## config.mk

```make
export PLATFORM = sky130hd
export DESIGN_NAME = mem_port_arbiter
export DESIGN_NICKNAME = d
export VERILOG_FILES = /design/src/rtl/mem_arb_pkg.sv /design/src/rtl/mem_arb_wdog.sv /design/src/rtl/mem_port_arbiter.sv
export SDC_FILE = /design/constraint.sdc
export NUM_CORES = 1
export LEC_CHECK = 0
export BUFFER_PORTS_ARGS = -buffer_cell sky130_fd_sc_hd__buf_2
export CORE_MARGIN = 3
export CORE_UTILIZATION = 47
export DETAILED_ROUTE_END_ITERATION = 10
export PLACE_DENSITY = 0.81
export SLEW_MARGIN = 20
export SYNTH_ARGS = -nofsm -noshare
export SYNTH_HDL_FRONTEND = slang
export SYNTH_SLANG_ARGS = --single-unit
```

## constraint.sdc

```tcl
create_clock -name clk -period 2.1 [get_ports clk]
set_input_delay 0 -clock clk [delete_from_list [all_inputs] [get_ports clk]]
set_output_delay 0 -clock clk [all_outputs]
set_load 0.03 [all_outputs]
```

## src/rtl/mem_arb_pkg.sv

```systemverilog
// ---------------------------------------------------------------------------
// mem_arb_pkg
// Shared types and defaults for the instruction/data memory port arbiter.
//   arb_state_t : arbiter FSM state (IDLE / FETCH / DATA)
//   owner_t     : which requester owns the outstanding transaction
//   TIMEOUT_DEF : default watchdog limit in wait cycles
// ---------------------------------------------------------------------------
package mem_arb_pkg;

    typedef enum logic [1:0] {
        IDLE  = 2'd0,
        FETCH = 2'd1,
        DATA  = 2'd2
    } arb_state_t;

    typedef enum logic {
        OWN_IF = 1'b0,
        OWN_D  = 1'b1
    } owner_t;

    localparam int TIMEOUT_DEF = 255;

endpackage

```

## src/rtl/mem_arb_wdog.sv

```systemverilog
// ---------------------------------------------------------------------------
// mem_arb_wdog
// Wait-cycle counter guarding an outstanding memory transaction.
//   clk, rst   : clock, synchronous active-high reset
//   i_clr      : force the count to zero
//   i_load     : start a new transaction (count the first wait cycle)
//   i_en       : a wait cycle is in progress, advance the count
//   o_expired  : TIMEOUT wait cycles have elapsed without completion
// ---------------------------------------------------------------------------
module mem_arb_wdog #(
    parameter int TIMEOUT = 255
) (
    input  logic clk,
    input  logic rst,
    input  logic i_clr,
    input  logic i_load,
    input  logic i_en,
    output logic o_expired
);

    localparam int CNT_W = $clog2(TIMEOUT + 1);

    logic [CNT_W-1:0] r_cnt;
    logic             w_expired;

    // The count equals the number of wait cycles spent so far, including the
    // current one, so the first cycle after a grant already reads 1.
    assign w_expired = (r_cnt == CNT_W'(TIMEOUT));
    assign o_expired = w_expired;

    always_ff @(posedge clk) begin
        if (rst || i_clr) begin
            r_cnt <= '0;
        end else if (i_load) begin
            r_cnt <= CNT_W'(1);
        end else if (i_en && !w_expired) begin
            r_cnt <= r_cnt + CNT_W'(1);
        end
    end

endmodule

```

## src/rtl/mem_port_arbiter.sv

```systemverilog
// ---------------------------------------------------------------------------
// mem_port_arbiter
// Shares one single-port memory between the fetch path (if_*) and the
// load/store path (d_*). One transaction at a time; data beats fetch.
//   clk, rst            : clock, synchronous active-high reset
//   if_req/if_addr      : fetch request, held until if_valid
//   if_kill             : redirect, discards the current/in-flight fetch
//   if_rdata/if_valid   : fetched word and one-cycle completion pulse
//   d_req/d_we/d_addr/d_wdata/d_be : load/store request, held until d_valid
//   d_rdata/d_valid     : load data (0 for stores) and completion pulse
//   mem_*               : registered memory request, held until ack/abort
//   mem_rdata/mem_ack   : memory response
//   stall_if/stall_mw   : pipeline freeze while a requester waits
//   bus_err             : one-cycle pulse on watchdog abort
// ---------------------------------------------------------------------------
module mem_port_arbiter
    import mem_arb_pkg::*;
#(
    parameter int ADDR_W  = 32,
    parameter int DATA_W  = 32,
    parameter int TIMEOUT = TIMEOUT_DEF
) (
    input  logic                clk,
    input  logic                rst,
    input  logic                if_req,
    input  logic [ADDR_W-1:0]   if_addr,
    input  logic                if_kill,
    output logic [DATA_W-1:0]   if_rdata,
    output logic                if_valid,
    input  logic                d_req,
    input  logic                d_we,
    input  logic [ADDR_W-1:0]   d_addr,
    input  logic [DATA_W-1:0]   d_wdata,
    input  logic [DATA_W/8-1:0] d_be,
    output logic [DATA_W-1:0]   d_rdata,
    output logic                d_valid,
    output logic                mem_req,
    output logic                mem_we,
    output logic [ADDR_W-1:0]   mem_addr,
    output logic [DATA_W-1:0]   mem_wdata,
    output logic [DATA_W/8-1:0] mem_be,
    input  logic [DATA_W-1:0]   mem_rdata,
    input  logic                mem_ack,
    output logic                stall_if,
    output logic                stall_mw,
    output logic                bus_err
);

    localparam int BE_W = DATA_W / 8;

    arb_state_t        r_state;
    arb_state_t        w_next_state;
    owner_t            w_owner;
    logic              r_kill;
    logic              w_kill;
    logic              w_grant_d;
    logic              w_grant_if;
    logic              w_busy;
    logic              w_expired;
    logic              w_wd_load;
    logic              w_wd_clr;
    logic              w_mem_req;

    logic              r_mem_we;
    logic [ADDR_W-1:0] r_mem_addr;
    logic [DATA_W-1:0] r_mem_wdata;
    logic [BE_W-1:0]   r_mem_be;
    logic [DATA_W-1:0] r_if_rdata;
    logic [DATA_W-1:0] r_d_rdata;
    logic              r_if_valid;
    logic              r_d_valid;
    logic              r_bus_err;

    // A requester whose valid is pulsing is still holding req for the
    // transaction that just finished; masking with the valid keeps it from
    // being re-granted in that cycle while the other side may be served.
    assign stall_if = if_req & ~r_if_valid;
    assign stall_mw = d_req & ~r_d_valid;

    assign w_busy     = (r_state != IDLE);
    assign w_grant_d  = (r_state == IDLE) && stall_mw;
    assign w_grant_if = (r_state == IDLE) && !stall_mw && stall_if && !if_kill;
    assign w_owner    = (r_state == FETCH) ? OWN_IF : OWN_D;
    // A kill arriving in the completing cycle must still suppress if_valid.
    assign w_kill     = r_kill | if_kill;

    // State register
    always_ff @(posedge clk) begin
        if (rst) begin
            r_state <= IDLE;
        end else begin
            r_state <= w_next_state;
        end
    end

    // Next-state logic; ack and timeout both end the transaction
    always_comb begin
        w_next_state = r_state;
        case (r_state)
            IDLE: begin
                if (w_grant_d) begin
                    w_next_state = DATA;
                end else if (w_grant_if) begin
                    w_next_state = FETCH;
                end
            end
            FETCH, DATA: begin
                if (mem_ack || w_expired) begin
                    w_next_state = IDLE;
                end
            end
            default: w_next_state = IDLE;
        endcase
    end

    // Output / control decode from the state register
    always_comb begin
        w_mem_req = 1'b0;
        w_wd_load = 1'b0;
        w_wd_clr  = 1'b0;
        case (r_state)
            IDLE: begin
                w_wd_load = w_grant_d || w_grant_if;
                w_wd_clr  = !(w_grant_d || w_grant_if);
            end
            FETCH, DATA: begin
                w_mem_req = 1'b1;
            end
            default: w_wd_clr = 1'b1;
        endcase
    end

    mem_arb_wdog #(
        .TIMEOUT (TIMEOUT)
    ) u_wdog (
        .clk       (clk),
        .rst       (rst),
        .i_clr     (w_wd_clr),
        .i_load    (w_wd_load),
        .i_en      (w_busy),
        .o_expired (w_expired)
    );

    // Request latch, response capture and kill flag
    always_ff @(posedge clk) begin
        if (rst) begin
            r_mem_we    <= 1'b0;
            r_mem_addr  <= '0;
            r_mem_wdata <= '0;
            r_mem_be    <= '0;
            r_if_rdata  <= '0;
            r_d_rdata   <= '0;
            r_if_valid  <= 1'b0;
            r_d_valid   <= 1'b0;
            r_bus_err   <= 1'b0;
            r_kill      <= 1'b0;
        end else begin
            r_if_valid <= 1'b0;
            r_d_valid  <= 1'b0;
            r_bus_err  <= 1'b0;

            if (w_grant_d) begin
                r_mem_we    <= d_we;
                r_mem_addr  <= d_addr;
                r_mem_wdata <= d_wdata;
                r_mem_be    <= d_be;
            end else if (w_grant_if) begin
                r_mem_we    <= 1'b0;
                r_mem_addr  <= if_addr;
                r_mem_wdata <= '0;
                r_mem_be    <= '1;
            end

            if (w_busy && (mem_ack || w_expired)) begin
                // Ack has priority; a timeout only counts without an ack.
                r_bus_err <= !mem_ack;
                if (w_owner == OWN_IF) begin
                    if (!w_kill) begin
                        r_if_valid <= 1'b1;
                        r_if_rdata <= mem_ack ? mem_rdata : '0;
                    end
                end else begin
                    r_d_valid <= 1'b1;
                    r_d_rdata <= (mem_ack && !r_mem_we) ? mem_rdata : '0;
                end
            end

            r_kill <= (r_state == FETCH) && (w_next_state == FETCH) && w_kill;
        end
    end

    assign mem_req   = w_mem_req;
    assign mem_we    = r_mem_we;
    assign mem_addr  = r_mem_addr;
    assign mem_wdata = r_mem_wdata;
    assign mem_be    = r_mem_be;
    assign if_rdata  = r_if_rdata;
    assign if_valid  = r_if_valid;
    assign d_rdata   = r_d_rdata;
    assign d_valid   = r_d_valid;
    assign bus_err   = r_bus_err;

endmodule

```

======== Word-level counts from Yosys, hierarchy flattened ========
Cells that the tools add are included.
storage, ports and cells
  output and inout bits ................... 139
  memories kept ........................... 0
  latch bits .............................. 0
  register bits after elaboration ......... 147
  memory bits (read-only) ................. 0
  logic and storage cells ................. 75
  input port bits ......................... 139
  RAM bits ................................ 0
operators by class
  mux-type cells .......................... 21
  reduce and logical (&&, ||, !) cells .... 28
  shift-type cells ........................ 0
  $lt $le $gt $ge ......................... 0
  multipliers ............................. 0
  add/subtract/negate cells ............... 1
  divide/modulo/power cells ............... 0
  bitwise operators ....................... 8
  equal/unequal tests ..................... 4
operator list
  kind                                                                   number
  32-bit 2-to-1 mux                                                      6
  1-bit logical AND                                                      9
  8-bit by 1-bit adder with 8-bit output, second input constant          1
  8-bit equality test, second input constant                             1
  1-bit 2-to-1 mux                                                       8
  4-bit 2-to-1 mux                                                       2
  1-bit zero test                                                        6
  2-bit 2-to-1 mux                                                       3
  2-bit nonzero test                                                     3
  2-bit OR reduction                                                     3
  1-bit inverter                                                         5
  2-bit by 1-bit equality test with 1-bit output, second input constant  2
  2-bit one-hot mux with 2 select lines                                  1
  1-bit logical OR                                                       3
  3-bit AND reduction                                                    1
  3-bit OR reduction                                                     1
  1-bit bitwise AND                                                      2
  2-bit equality test, second input constant                             1
  2-bit zero test                                                        1
  1-bit one-hot mux with 2 select lines                                  1
  2-bit AND reduction                                                    1
  1-bit OR                                                               1

======== Depth between registers and ports, before layout ========
Gate-level depths: netlist of run 1.
  word-level depth ........................ 12
  gate-level depth with buffers ........... 8
  gate-level depth less buffers ........... 6

======== Hierarchy ========
Synthesis of run 1 repeated with hierarchy kept, for this count alone.
second synthesis, totals
  cells, all modules ...................... 601
  area total of the unflattened synthesis .. 5502.8 um^2
by module, submodules not included
  module            area an instance (um^2)  cells an instance  sequential area each (um^2)  times used
  mem_port_arbiter  5062.4                   550                2782.7                       1
  mem_arb_wdog      440.4                    51                 160.2                        1

======== Worst setup path before layout of run 1 ========
OpenSTA, ideal clock, no wires.
  path type ............................... register to register
  start ................................... register r_state[0]
  end ..................................... register r_if_rdata[21] (netlist: if_rdata[21])
  required time ........................... 1.968 ns
  path slack .............................. 0.334 ns
  arrival time ............................ 1.634 ns
  stages on the path, launching flop included .. 7
  path buffers ............................ 1
  setup time .............................. 0.132 ns
  cells stage by stage .................... dfxtp_1 -> inv_1 -> ha_1 -> or4b_4 -> clkbuf_1 -> o21ai_0 -> a21oi_1
between the ends
  longest elaborated chain between the ends .. 3
  elaborated cells between the ends (all ways) .. 4
ends and longest elaborated chain
  element                                   line                     source
  start: declaration                        mem_port_arbiter.sv:51   arb_state_t r_state;
  start signal: assignment                  mem_port_arbiter.sv:92   r_state <= w_next_state;
  2-bit nonzero test                        mem_port_arbiter.sv:80   assign w_busy = (r_state != IDLE);
  1-bit logical AND                         mem_port_arbiter.sv:174  if (w_busy && (mem_ack || w_expired)) begin
  3-bit AND reduction (no source line) (*)  -
  end signal: assignment                    mem_port_arbiter.sv:180  r_if_rdata <= mem_ack ? mem_rdata : '0;
  end: declaration                          mem_port_arbiter.sv:68   logic [DATA_W-1:0] r_if_rdata;
Mark *: on every way between the ends. The rest lies on a longest branch, timed or not.
A chain may end at the register's enable or synchronous reset.

======== Final worst setup path of run 1 ========
  start ................................... register r_state[1]
  end ..................................... register r_mem_addr[14] (netlist: mem_addr[14])
between the ends
  longest elaborated chain between the ends .. 5
  elaborated cells between the ends (all ways) .. 7
ends and longest elaborated chain
  element                              line                                            source
  2-bit zero test (*)                  mem_port_arbiter.sv:81, mem_port_arbiter.sv:82
  1-bit logical AND (3 in a row)       mem_port_arbiter.sv:82                          assign w_grant_if = (r_state == IDLE) && !stall_mw && stall_if && !if_kill;
  2-bit nonzero test (no source line)  -
  end signal: assignment               mem_port_arbiter.sv:164                         r_mem_addr <= d_addr;
  end signal: assignment               mem_port_arbiter.sv:169                         r_mem_addr <= if_addr;
  end: declaration                     mem_port_arbiter.sv:65                          logic [ADDR_W-1:0] r_mem_addr;
Marks and branches as above.

==> impl_metrics.yaml, run 1 <==
run_status:
  status: "finished, final reports clean"
sta:
  tns_ns: 0
  finalCritPeriodShare: 0.947
  worst_pin_slew_ns: 0.601
  finalSetupViolCount: 0
  rsz0062_at_grt: "no"
  final_hold_viol_count: 0
  hold_slack_ns: 0.0930
  slew_viol_final: 0
  slew_headroom: 0.599
  min_period_ns: 1.99
  fmaxAchievable_mhz: 503
  finClkSkew_ns: 0.0146
clock_tree:
  root_buffer: "clkbuf_16"
  cts_buffer_depth: 2
  clock_latency_ns: 0.42
  cts_tree: "yes"
  clk_pin_slew_ns: 0.06
  numCtsBuffers: 17
  cts_sinks: 147
  cts.htree.levels: 4
drt:
  ant_nets: 0
  drtPass1Iterations: 7
  viasPerCell: 5.59
  wl_mm: 24.9
  wl_per_cell_um: 19.5
  drc_errors: 0
  vias: 7162
  drt-initial-drc-count: 1101
layout:
  final_common_cell: "buf_2"
  final_layout_size_suffix_gt1_frac: 0.302
  areaGrowthSynthToFinish_pct: 58.8
  final_cell_mix: "buf_2 (276), nand2_1 (166), dfxtp_1 (147), dlygate4sd3_1 (135), a21oi_1 (68)"
  layout.nets: 1240
  fillers: 761
hold_path:
  hold_path.class: "in -> reg"
logic_synthesis:
  syn_nets: 851
  synth-main-ff-cell: "dfxtp_1"
  ys_warn_count: 0
  syn_inst: 708
  netlist_area_mm2: 0.00595
  ys_seq_area_frac: 0.494
  synth_edf_count: 0
  yosysTopAreaCellShare: 0.494
  yosys_register_bits: 147
  synth_cell_type_count: 41
  avgSynthCellArea_um2: 8.41
  yosys-top-cells-area: "dfxtp_1 (49%), nand2_1 (10%), a21oi_1 (5.7%)"
  synth_top_cell_by_area: "dfxtp_1"
  ys_async_sr_fraction: 0
global_routing:
  grt_busiest_layer: "met2"
  use_met1: 0.356
  met3_usage: 0.112
  grtUsageMet2: 0.559
  grt_max_degree: 102
  grt_antenna_before_repair: 3
  grt_pass1_vias: 6927
  grt_use_total: 0.334
  overflow: 0
  grt_pass1_wl_mm: 37.5
worst_setup_path:
  r2r_slack_ns: 0.11
  cp-startpoint: "r_state[1]"
  r2r-start: "r_state[1]"
  critPathCapture: "mem_addr[14]"
  endpoint_kind: "flip-flop"
  cp_max_fo: 50
  ff2ff_path_depth: 7
  r2r-end: "mem_addr[14]"
  cp.required_ns: 2.38
  critPathLaunchType: "flip-flop"
  cp_data_arrival_time_ns: 2.27
  criticalPathCategory: "reg -> reg"
power:
  power_frac_seq: 0.400
  pwr-share-clk: 0.402
  p_leak_nw: 4.15
  p_sw_frac: 0.290
  p_per_area_mw_per_mm2: 803
  internal_power_w: 0.00540
  p_sw_w: 0.00220
  comb_power_share: 0.198
  ir_worst_vdd_uv: 592
placement:
  dpl.hpwl_mm: 12.2
  place_congestion: 0.906
  portBuffers: 277
die:
  die_w_um: 119
  die_area_mm2: 0.0141
  die_h_um: 119
  initial_utilization: 0.488
  ios: 278
  core_mm2: 0.0122
  std_cell_rows: 40
job:
  drv_cap: 0
logic make-up after synthesis:
group / count (synthesis) / synth area share
compound gates: 141 / 0.145
xor+xnor: 4 / 0.00588
fa+ha+maj: 4 / 0.00841
buf+inv: 66 / 0.0553
flops: 147 / 0.494
mux: 33 / 0.0557
simple gates: 313 / 0.236
power groups by stage:
stage	logic [W]	registers (W)	clock network (W)
global placement	0.00116	0.00307	0
floorplan	0.000463	0.00336	0
detailed placement	0.00118	0.00307	0
CTS	0.00138	0.00302	0.00305
global route	0.00157	0.00305	0.00323
finish	0.00150	0.00304	0.00305
cell type report:
| cell class | instances | area, um^2 | area share |
|---|---|---|---|
| multi-input cells | 495 | 2700 | 0.286 |
| repair buffers | 428 | 2970 | 0.314 |
| well taps | 168 | 210 | 0.0222 |
| clock buffers | 24 | 492 | 0.0520 |
| diodes | 3 | 7.51 | 0.000794 |
| flip-flops and latches | 147 | 2940 | 0.311 |
| inverters | 8 | 30.0 | 0.00318 |
| clock inverters | 8 | 100 | 0.0106 |
sequential cells by signal, summed over array words and instances, names as in the netlist:
signal / cells
d_valid: 1
if_valid: 1
r_kill: 1
mem_be: 4
if_rdata: 32
u_wdog.r_cnt: 8
d_rdata: 32
bus_err: 1
mem_addr: 32
r_state: 2
mem_we: 1
mem_wdata: 32
how the worst min path moves through the flow:
| stage | start | to | slack (ns) | depth (start not counted) |
|---|---|---|---|---|
| 2_1_floorplan | mem_ack | bus_err | 0.08 | 1 |
| 3_3_place_gp | d_wdata[6] | mem_wdata[6] | 0.24 | 3 |
| 3_5_place_dp | d_wdata[17] | mem_wdata[17] | 0.25 | 3 |
| 4_1_cts | d_req | r_state[0] | 0.06 | 4 |
| 5_1_grt | rst | if_rdata[12] | 0.1 | 2 |
| 6_report | rst | if_rdata[6] | 0.09 | 2 |
metal layers:
| metal | wire length [um] | part of all wire | up-vias |
|---|---|---|---|
| li1 | - | - | 3190 |
| met1 | 9040 | 0.36 | 3330 |
| met2 | 12100 | 0.48 | 508 |
| met3 | 2150 | 0.086 | 134 |
| met4 | 1660 | 0.067 | 0 |
| met5 | 0 | 0 | - |
synth_stat cells (2+ instances only):
library cell / count
o21ai_0: 28
nand2b_1: 33
nand2_1: 166
a21oi_1: 68
o21ai_1: 4
buf_8: 3
mux2i_1: 32
clkbuf_1: 30
nor3_1: 11
ha_1: 4
nand3_1: 38
buf_2: 14
a211oi_1: 2
a311oi_1: 32
nor4_1: 5
dfxtp_1: 147
buf_1: 7
inv_1: 8
xnor2_1: 4
nor2_1: 48
buf_6: 4
worst max-delay path, stage by stage, from the launching register on:
cell,delay (ns)
dfxtp_1,0.34
inv_1,0.11
ha_1,0.18
buf_4,0.22
nand3b_1,0.17
buf_4,0.20
buf_6,0.24
a311oi_1,0.40
metrics by stage:
step	util	setup slack [ns]	instance area (um^2)	power, W	instances
final	0.774	0.112	9460	0.00760	1281
after global routing	0.774	0.0411	9460	0.00784	1281
after CTS	0.770	0.206	9410	0.00745	1275
after detailed placement	0.611	0.223	7460	0.00425	1108
after global placement	0.611	0.282	7460	0.00423	1108
after floorplan	-	0.334	5950	0.00383	708
what timing repair did:
item	in CTS	in global routing
endpoints found under the hold margin	135	0
setup endpoints to repair	0	5
hold buffers	135	0
buffers inserted	0	1
gates resized for setup	0	2
No activity file was read; power rests on OpenSTA's default activity.
==> run 2, diff against run 1 <==
CORE_UTILIZATION = 48   (was 47)
CTS_BUF_LIST = sky130_fd_sc_hd__clkbuf_2 sky130_fd_sc_hd__clkbuf_4 sky130_fd_sc_hd__clkbuf_8   (was default)
PLACE_DENSITY = 0.82   (was 0.81)
==> run 2 against run 1 <==
  * Setup slack worse by 0.062 ns
  * Sequential share of layout area rose by 0.25 points
  * Register-to-register slack got worse by 0.06 ns
  * Die area fell by 2.0%
  * Utilization rose by 0.34 points
  * Fmax down 3.0%
  * Largest cell class unchanged
==> impl_metrics.yaml, run 2 (synthesis gave the netlist of run 1 again) <==
drt:
  wl_mm: 26.1
  wl_met3_mm: 2.70
  drt-initial-drc-count: 1167
  viasPerCell: 5.80
  drc_errors: 0
  topRoutingLayerUsed: "met5"
  vias: 7482
  wl_per_cell_um: 20.2
  ant_nets: 0
  met2WireLength_mm: 12.6
  drtPass1Iterations: 8
  m1WireLength_mm: 8.41
clock_tree:
  cts.htree.levels: 4
  clk_pin_slew_ns: 0.08
  root_buffer: "clkbuf_8"
  numCtsBuffers: 17
  cts_sinks: 147
  clock_latency_ns: 0.46
  cts_buffer_depth: 2
  cts_tree: "yes"
worst_setup_path:
  cp_data_arrival_time_ns: 2.39
  cp.required_ns: 2.44
  r2r-start: "r_state[1]"
  crit_family: "buffers and inverters"
  slowest_stage: "dfxtp_1"
  r2r_slack_ns: 0.05
  critPathBufInv: 4
  cp-startpoint: "r_state[1]"
  cp_slowest_stage_delay_ns: 0.37
  crit_path_cell_trace: "inv_1 -> ha_1 -> buf_4 -> nand3b_1 -> buf_12 -> buf_12 -> nor2_1 -> a311oi_2"
  endpoint_kind: "flip-flop"
  crit_top_cell: "buf_12"
  critPathLaunchType: "flip-flop"
  r2r-end: "mem_addr[14]"
  criticalPathCategory: "reg -> reg"
  cp_max_fo: 35
  ff2ff_path_depth: 8
die:
  die_w_um: 117
  die_h_um: 117
  std_cell_rows: 40
  ios: 278
  die_area_mm2: 0.0138
  core_mm2: 0.0121
  initial_utilization: 0.494
hold_path:
  min_from: "d_req"
  holdPathEnd: "r_state[0]"
  hold_path.class: "in -> reg"
  hold_path_depth: 4
layout:
  final_common_cell: "buf_2"
  final_cell_mix: "buf_2 (276), nand2_1 (166), dfxtp_1 (147), dlygate4sd3_1 (135), a21oi_1 (68)"
  final_layout_size_suffix_gt1_frac: 0.309
  stdcell_count: 1290
  areaGrowthSynthToFinish_pct: 57.6
  layout.nets: 1245
placement:
  dpl.hpwl_mm: 12.6
  place_congestion: 0.900
  dp_cells: 1116
  portBuffers: 277
global_routing:
  grt_pass1_vias: 7384
  overflow: 0
  grt_use_total: 0.361
  grt_antenna_before_repair: 8
  grt_max_degree: 66
  grt_pass1_wl_mm: 39.6
sta:
  final_hold_viol_count: 0
  fmaxAchievable_mhz: 488
  min_period_ns: 2.05
  finalCritPeriodShare: 0.976
  slew_viol_final: 0
  worst_pin_slew_ns: 0.597
  finClkSkew_ns: 0.0146
  slew_headroom: 0.602
  finalSetupViolCount: 0
power:
  p_per_area_mw_per_mm2: 774
  power_w: 0.00726
  p_leak_nw: 4.12
  ir_worst_vdd_uv: 728
job:
  drv_cap: 0
run_status:
  status: "finished, final reports clean"
-- run 2: cell count changes in the layout (fill, tap and decap cells not counted), sizes merged --
cell    before  now
clkbuf      25   19
clkinv       5    6
buf        292  298
diode        3    7
bufinv       2    6
-- run 2: per-layer routing --
layer  global-route usage  vias up
met5                    0        -
met4                0.295        4
met3                0.133      232
met2                0.605      662
met1                0.356     3379
li1                     -     3205
-- run 2: final cells by class --
type,count,area (um^2)
Timing Repair Buffer,433,2990
Clock buffer,19,249
Clock inverter,13,233
Tap cell,168,210
Inverter,8,30.0
Multi-Input combinational cell,495,2710
Antenna cell,7,17.5
Sequential cell,147,2940
Fill cell,716,2680
-- run 2: worst min-delay path, stage by stage --
cell and delay [ns]:
buf_2 0.09, nand2b_1 0.14, nand2_1 0.12, a221oi_1 0.10
-- run 2: through the flow --
step	worst slack (ns)	hold WS (ns)	utilization	instance area, um^2	setup TNS [ns]
after floorplan	0.334	0.0785	-	5950	0
after global placement	0.284	0.241	0.623	7510	0
after detailed placement	0.185	0.245	0.623	7510	0
final	0.0504	0.0449	0.778	9380	0
after global routing	-0.136	0.0639	0.778	9380	-0.136
after CTS	0.175	0.00849	0.775	9350	0
-- run 2: where the power goes --
group	total, W	switching [W]	internal, W
clock network	0.00269	0.00113	0.00156
registers	0.00304	0.000102	0.00294
logic	0.00153	0.000941	0.000589
-- run 2: how the worst max path moves through the flow --
stage	end	slack [ns]	depth (start not counted)
after floorplan	if_rdata[21]	0.33	6
after global placement	if_rdata[1]	0.28	6
after detailed placement	if_rdata[14]	0.19	6
after CTS	if_rdata[5]	0.18	6
after global routing	mem_addr[14]	-0.14	8
final	mem_addr[14]	0.05	8
-- run 2: what timing repair did --
action,CTS,global route
endpoints found under the hold margin,138,0
setup buffers,0,0
setup endpoints to repair,0,3
gates resized for setup,0,3
hold buffers,135,0
